==> src/rtl/uart_rx_core.sv <==
// uart_rx_core: oversampled 8N1-style UART receiver.
// The line is first passed through a 2-FF synchronizer. Each bit is the
// 3-sample majority vote around mid-bit, and a finished byte lands in a
// single-entry valid/ready holding register. rx_tick is a clock enable, not
// a clock.
module uart_rx_core #(
  parameter int DATA_BITS  = 8,
  parameter int OVERSAMPLE = 16
) (
  input  logic                 sys_clk,
  input  logic                 rst,
  input  logic                 rx_tick,
  input  logic                 rx,
  output logic [DATA_BITS-1:0] rx_data,
  output logic                 rx_valid,
  input  logic                 rx_ready,
  output logic                 frame_err,
  output logic                 overrun,
  output logic                 busy
);

  localparam int TW = $clog2(OVERSAMPLE);
  localparam int BW = $clog2(DATA_BITS);
  localparam int M  = OVERSAMPLE / 2;

  localparam logic [TW-1:0] T_LAST = TW'(OVERSAMPLE - 1);
  localparam logic [TW-1:0] T_V0   = TW'(M - 1);
  localparam logic [TW-1:0] T_V1   = TW'(M);
  localparam logic [TW-1:0] T_V2   = TW'(M + 1);
  localparam logic [BW-1:0] B_LAST = BW'(DATA_BITS - 1);

  typedef enum logic [1:0] {IDLE, START, DATA, STOP} state_t;

  state_t               state, state_n;
  logic                 sync1, rxs;
  logic [TW-1:0]        tick_cnt;
  logic [BW-1:0]        bit_cnt;
  logic [2:0]           smp;
  logic [DATA_BITS-1:0] shreg;

  logic tick_last, tick_v2, s2_now, vote;
  logic shift_en, clr_bits, commit;

  assign tick_last = rx_tick && (tick_cnt == T_LAST);
  assign tick_v2   = rx_tick && (tick_cnt == T_V2);
  // The third vote sample is taken in the very cycle the stop bit commits,
  // so use the live line value on that tick instead of the stored one.
  assign s2_now    = tick_v2 ? rxs : smp[2];
  assign vote      = (smp[0] & smp[1]) | (smp[0] & s2_now) | (smp[1] & s2_now);
  assign busy      = (state != IDLE);

  // Two-flop synchronizer for the asynchronous serial line, idle high.
  always_ff @(posedge sys_clk) begin
    if (rst) begin
      sync1 <= 1'b1;
      rxs   <= 1'b1;
    end else begin
      sync1 <= rx;
      rxs   <= sync1;
    end
  end

  // State register.
  always_ff @(posedge sys_clk) begin
    if (rst) state <= IDLE;
    else     state <= state_n;
  end

  // Next-state logic and per-cycle control strobes.
  always_comb begin
    state_n  = state;
    shift_en = 1'b0;
    clr_bits = 1'b0;
    commit   = 1'b0;
    case (state)
      IDLE:  if (!rxs) state_n = START;
      START: if (tick_last) begin
               if (vote) state_n = IDLE;   // glitch, not a real start bit
               else begin
                 state_n  = DATA;
                 clr_bits = 1'b1;
               end
             end
      DATA:  if (tick_last) begin
               shift_en = 1'b1;
               if (bit_cnt == B_LAST) state_n = STOP;
             end
      // Leave at mid-stop so the next start edge is never missed.
      STOP:  if (tick_v2) begin
               commit  = 1'b1;
               state_n = IDLE;
             end
      default: state_n = IDLE;
    endcase
  end

  // Oversample phase counter; parked at 0 while idle.
  always_ff @(posedge sys_clk) begin
    if (rst || state == IDLE) tick_cnt <= '0;
    else if (rx_tick)         tick_cnt <= tick_last ? '0 : tick_cnt + 1'b1;
  end

  // Capture the three mid-bit samples used by the majority vote.
  always_ff @(posedge sys_clk) begin
    if (rst) smp <= 3'b111;
    else if (rx_tick && state != IDLE) begin
      if (tick_cnt == T_V0) smp[0] <= rxs;
      if (tick_cnt == T_V1) smp[1] <= rxs;
      if (tick_cnt == T_V2) smp[2] <= rxs;
    end
  end

  // Data bit counter and LSB-first shift register.
  always_ff @(posedge sys_clk) begin
    if (rst) begin
      bit_cnt <= '0;
      shreg   <= '0;
    end else begin
      if (clr_bits)      bit_cnt <= '0;
      else if (shift_en) bit_cnt <= bit_cnt + 1'b1;
      if (shift_en)      shreg   <= {vote, shreg[DATA_BITS-1:1]};
    end
  end

  // Holding register, framing error pulse and sticky overrun flag.
  always_ff @(posedge sys_clk) begin
    if (rst) begin
      rx_data   <= '0;
      rx_valid  <= 1'b0;
      frame_err <= 1'b0;
      overrun   <= 1'b0;
    end else begin
      frame_err <= 1'b0;
      if (commit) begin
        if (!vote)                      frame_err <= 1'b1;
        else if (!rx_valid || rx_ready) begin
          rx_data  <= shreg;
          rx_valid <= 1'b1;
        end else                        overrun <= 1'b1;
      end else if (rx_valid && rx_ready) begin
        rx_valid <= 1'b0;
      end
    end
  end

endmodule
==> config.mk <==
export PLATFORM = sky130hd
export DESIGN_NAME = uart_rx_core
export DESIGN_NICKNAME = d
export VERILOG_FILES = /design/src/rtl/uart_rx_core.sv
export SDC_FILE = /design/constraint.sdc
export NUM_CORES = 1
export LEC_CHECK = 0
export CORE_UTILIZATION = 58
export DETAILED_ROUTE_END_ITERATION = 7
export PLACE_DENSITY_LB_ADDON = 0.12
export SLEW_MARGIN = 20
export SYNTH_ARGS = -nofsm -noshare
export SYNTH_HDL_FRONTEND = slang
export SYNTH_SLANG_ARGS = --single-unit
==> constraint.sdc <==
create_clock -name sys_clk -period 4 [get_ports sys_clk]
set_input_delay 1.2 -clock sys_clk [delete_from_list [all_inputs] [get_ports sys_clk]]
set_output_delay 1.2 -clock sys_clk [all_outputs]
set_load 0.01 [all_outputs]
==> results.yml, run 1 <==
outcome:
  status: "complete, no violations"
timing:
  setup_viol: 0
  finalHoldViolations: 0
  slew_violations: 0
  fin_worst_skew_ns: 0.0108
  fin_ws_ns: 1.00
  rsz0062_at_grt: "no"
  fin_crit_ns: 3.00
  tightestPinTransition_ns: 0.731
  max_slew_margin_pct: 51.1
  fmax_mhz: 334
  tns_ns: 0
  post-route-period-util_pct: 74.9
  hold_ws_ns: 0.438
setup_path:
  r2r-start: "tick_cnt[0]"
  critical_path_class: "reg -> out"
  ff2ff_path_depth: 5
  r2r-end: "bit_cnt[0]"
  endpoint_kind: "primary output"
  regToRegSetupSlack_ns: 2.22
  cp.required_ns: 2.80
  arrival_ns: 1.80
  cp_max_fo: 9
  worstSetupStartpointType: "flop"
synth:
  synth_top_area_share_pct: 45.7
  yosys.area.top_type: "dfxtp_1"
  ys_ff_latch: 33
  synth_area_leaders: "dfxtp_1, mux2i_1, nor2_1"
  ys_seq_area_share_pct: 45.7
  ys_warn_count: 0
  synthCells: 144
  syn_nets: 154
  synth_flop_cell: "dfxtp_1"
  synth_commonest_cells: "dfxtp_1, mux2i_1, nor2_1"
  async_reset_ff_share_pct: 0
  netlist_area_mm2: 0.00145
  ys_types: 41
  synth-edff-count: 0
  avgSynthCellArea_um2: 10.0
  synth_most_common_cell: "dfxtp_1"
finish:
  layout.nets: 173
  multi_input_area_um2: 736
  area_delta_synth_final_pct: 18.2
  instances_no_fill: 192
  fill_cells: 175
  antenna_cells: 0
  regArea_um2: 661
  final_util_pct: 75.1
  fin_area_mm2: 0.00171
  layout-drive-gt1-share_pct: 11.6
hold_path:
  min_to: "rxs"
  hp-start: "sync1"
  hp-class: "reg -> reg"
  holdPathStages: 1
place:
  placed_area_mm2: 0.00163
  dpl.hpwl_um: 1830
  dpl_worst_slack_ns: 0.982
  place_inst: 184
  portBuffers: 16
  gp_congestion: 0.817
route:
  ant_nets: 0
  wl_per_cell_um: 13.8
  drtPass1Iterations: 4
  initialDrtViolationCount: 16
  drt_wl_total_um: 2650
  via_count: 1074
  drcViolationCount: 0
  avgViaCountPerCell: 5.59
power_and_ir_drop:
  p_comb_share_pct: 3.1
  vdd_drop_max_mv: 0.297
  p_total_uw: 606
  power.internal_uw: 471
  clockPowerShare_pct: 42.0
  power_frac_seq_pct: 54.9
  p_per_area_mw_per_mm2: 355
  leakage_nw: 0.704
  switching_share_pct: 22.3
  p_switching_uw: 135
clock_tree:
  root_buffer: "clkbuf_4"
  post_cts_buffers: 0
  ctsResizeCount: 0
  holdBufCountCts: 0
  cts_buffer_depth: 2
  clock-sinks: 33
  cts.clk_slew.worst_paths_ns: 0.12
  cts_inserted_buffers: 5
  clk_latency_ns: 0.35
  htree_levels: 2
  cts_tree: "built"
global_routing:
  antenna_found_initial: 0
  grt_max_degree: 22
  grt_util_all_layers_pct: 23.3
  grt_pass1_vias: 1006
  grt-ovfl-total: 0
  grt_first_pass_wirelength_um: 4460
floorplan:
  core.rowCount: 17
  die_h_um: 51.9
  core-area_mm2: 0.00228
  start_util_pct: 63.6
  die_area_mm2: 0.00270
  die_width_um: 51.9
  io_pins: 17
job:
  cap_violations: 0
-- cell families (layout without fill, tap and decap cells) --
family                   Yosys count  count (layout)  synth area share [%]
AO/OA/AOI/OAI                     17              17                  9.08
XOR/XNOR                           3               3                  1.82
adder cells (fa/ha/maj)            6               6                  5.02
buffers and inverters             11              31                  3.46
flip-flops                        33              33                  45.7
multiplexers                      22              22                  15.2
AND/OR/NAND/NOR                   52              52                  19.7
-- flip-flops by register name (all words and copies together), names as in the netlist, named ones only --
register and count:
bit_cnt 3, frame_err 1, overrun 1, rx_data 8, rx_valid 1, rxs 1
shreg 8, smp 3, state 1, sync1 1, tick_cnt 4
-- layout make-up --
cell class              count  share of cell area (%)
clock buffers               5                    2.20
flip-flops and latches     33                    38.7
clock inverters             3                    2.71
repair buffers             18                    10.2
multi-input cells         100                    43.0
well taps                  28                    2.05
inverters                   5                    1.10
-- worst max path at each step --
stage,startpoint,to,slack [ns],cells past startpoint
3_5_place_dp,rx_tick,rx_data[2],0.98,5
5_1_grt,flop,busy,0.88,3
3_3_place_gp,rx_tick,bit_cnt[0],1.05,5
6_report,flop,busy,1.00,3
4_1_cts,flop,busy,0.99,3
2_1_floorplan,rx_tick,rx_data[0],1.67,6
-- worst max-delay path, stage by stage, from the launching register on --
cell             delay, ns
dfxtp_1               0.39
nor2_1                0.36
inv_1                 0.18
clkdlybuf4s50_1       0.51
-- power groups by stage --
stage | clock network (mW) | registers, mW | logic (mW)
2_1_floorplan | 0 | 0.339 | 0.0111
3_3_place_gp | 0 | 0.340 | 0.0181
3_5_place_dp | 0 | 0.340 | 0.0188
4_1_cts | 0.257 | 0.332 | 0.0189
5_1_grt | 0.277 | 0.333 | 0.0205
6_report | 0.255 | 0.332 | 0.0187
-- metal layers --
layer  GRT usage (%)  part of all wire [%]  vias up
li1                -                     -      546
met2            35.7                    45       24
met1            28.6                    48      496
met3            6.14                   4.5        8
met4            14.9                   2.6        0
met5               0                     0        -
-- cells in the final DEF, fill, tap and decap left out, types with 2 or more instances in the layout --
| cell type | instances |
|---|---|
| nor2_1 | 20 |
| ha_1 | 5 |
| and2_1 | 2 |
| buf_4 | 2 |
| xor2_1 | 2 |
| nor3_1 | 7 |
| o21ai_0 | 4 |
| inv_1 | 5 |
| nand2_1 | 6 |
| and3_1 | 2 |
| nand2b_1 | 2 |
| or2_2 | 2 |
| clkbuf_4 | 5 |
| a21oi_1 | 2 |
| dfxtp_1 | 33 |
| mux2i_1 | 22 |
| clkdlybuf4s50_1 | 16 |
Power figures use the tool's default switching activity.
==> run 2: changes to the inputs <==
- CORE_UTILIZATION: 58 -> 54
- clock period: 4 -> 3 ns (I/O delays scaled with it)
==> results.yml, run 2 (same netlist as run 1, synthesis figures left out) <==
place:
  gp_congestion: 0.813
  portBuffers: 16
  place_inst: 187
  dpl.hpwl_um: 1800
  placed_area_mm2: 0.00164
finish:
  antenna_cells: 0
  layout-drive-gt1-share_pct: 12.1
  instances_no_fill: 195
  fin_area_mm2: 0.00169
  final_common_cell: "dfxtp_1"
  top_regs: "rx_data (8), shreg (8), tick_cnt (4)"
  layout.nets: 174
  area_delta_synth_final_pct: 16.9
  mostFrequentLayoutCells: "dfxtp_1, mux2i_1, nor2_1"
hold_path:
  hp-class: "reg -> reg"
clock_tree:
  cts_buffer_depth: 2
  clk_latency_ns: 0.32
  cts.clk_slew.worst_paths_ns: 0.10
  ctsResizeCount: 0
  post_cts_buffers: 0
  cts_inserted_buffers: 5
  clock-sinks: 33
  holdBufCountCts: 0
  root_buffer: "clkbuf_4"
  cts_tree: "built"
  htree_levels: 2
setup_path:
  cp.required_ns: 2.10
  arrival_ns: 1.71
  worstSetupStartpointType: "flop"
  slowest_delay_ns: 0.55
  crit_path_top_delay_cell: "clkdlybuf4s50_1"
  cp_max_fo: 8
  crit_chain: "nor2_1 -> buf_4 -> inv_1 -> clkdlybuf4s50_1"
  endpoint_kind: "primary output"
  critical_path_class: "reg -> out"
route:
  via_count: 1080
  initialDrtViolationCount: 12
  drtPass1Iterations: 4
  drt_wl_total_um: 2520
  avgViaCountPerCell: 5.54
  ant_nets: 0
  wl_per_cell_um: 12.9
  drcViolationCount: 0
timing:
  max_slew_margin_pct: 58.1
  tns_ns: 0
  slew_violations: 0
  finalHoldViolations: 0
  tightestPinTransition_ns: 0.627
  rsz0062_at_grt: "no"
  fmax_mhz: 383
  fin_crit_ns: 2.61
  post-route-period-util_pct: 87.0
  fin_worst_skew_ns: 0.00911
  hold_ws_ns: 0.417
  setup_viol: 0
global_routing:
  antenna_found_initial: 0
  grt_util_all_layers_pct: 20.3
  grt_pass1_vias: 988
  grt_max_degree: 19
  grt-ovfl-total: 0
  grt_first_pass_wirelength_um: 4140
floorplan:
  core-area_mm2: 0.00250
  core.rowCount: 18
  die_area_mm2: 0.00289
  io_pins: 17
  die_h_um: 53.8
  start_util_pct: 57.9
  die_width_um: 53.8
job:
  cap_violations: 0
power_and_ir_drop:
  leakage_nw: 0.698
  vdd_drop_max_mv: 0.342
  p_per_area_mw_per_mm2: 419
outcome:
  status: "complete, no violations"
run 2: per-layer routing:
| layer | GRT usage (%) | wire length, µm | up-vias |
|---|---|---|---|
| met3 | 7.06 | 83 | 4 |
| met1 | 23.8 | 1220 | 506 |
| li1 | - | - | 556 |
| met5 | 0 | 0 | - |
| met2 | 34.2 | 1200 | 14 |
| met4 | 6.58 | 23 | 0 |
run 2: path summary, 6_finish.rpt:
kind              slack, ns  cells past startpoint         end        start
setup / recovery       0.39                      4        busy     state[0]
hold reg to reg        0.42                      1         rxs        sync1
setup reg to reg       1.22                      5  bit_cnt[0]  tick_cnt[0]
hold / removal         0.42                      1         rxs        sync1
run 2: per-stage QoR:
stage / utilization [%] / power, mW / setup WS, ns
after floorplan: - / 0.467 / 0.967
after global placement: 65.4 / 0.478 / 0.349
after detailed placement: 65.4 / 0.479 / 0.311
after CTS: 67.6 / 0.718 / 0.385
after global routing: 67.6 / 0.740 / 0.282
final: 67.6 / 0.708 / 0.389
run 2: layout make-up:
type | count | area (µm²)
multi-input cells | 100 | 736
clock buffers | 5 | 37.5
well taps | 30 | 37.5
inverters | 5 | 18.8
repair buffers | 19 | 183
clock inverters | 3 | 17.5
flip-flops and latches | 33 | 661
fillers | 212 | 810
run 2: worst max-delay path, delay by kind of cell, from the launching register on:
family                 cells  cell delay, ns
AND/OR/NAND/NOR            1            0.08
flip-flops                 1            0.48
buffers and inverters      3            0.83
run 2: where the power goes:
| part | internal, mW | switching, mW |
|---|---|---|
| registers | 0.440 | 0.00316 |
| logic | 0.0118 | 0.0139 |
| clock network | 0.0883 | 0.151 |
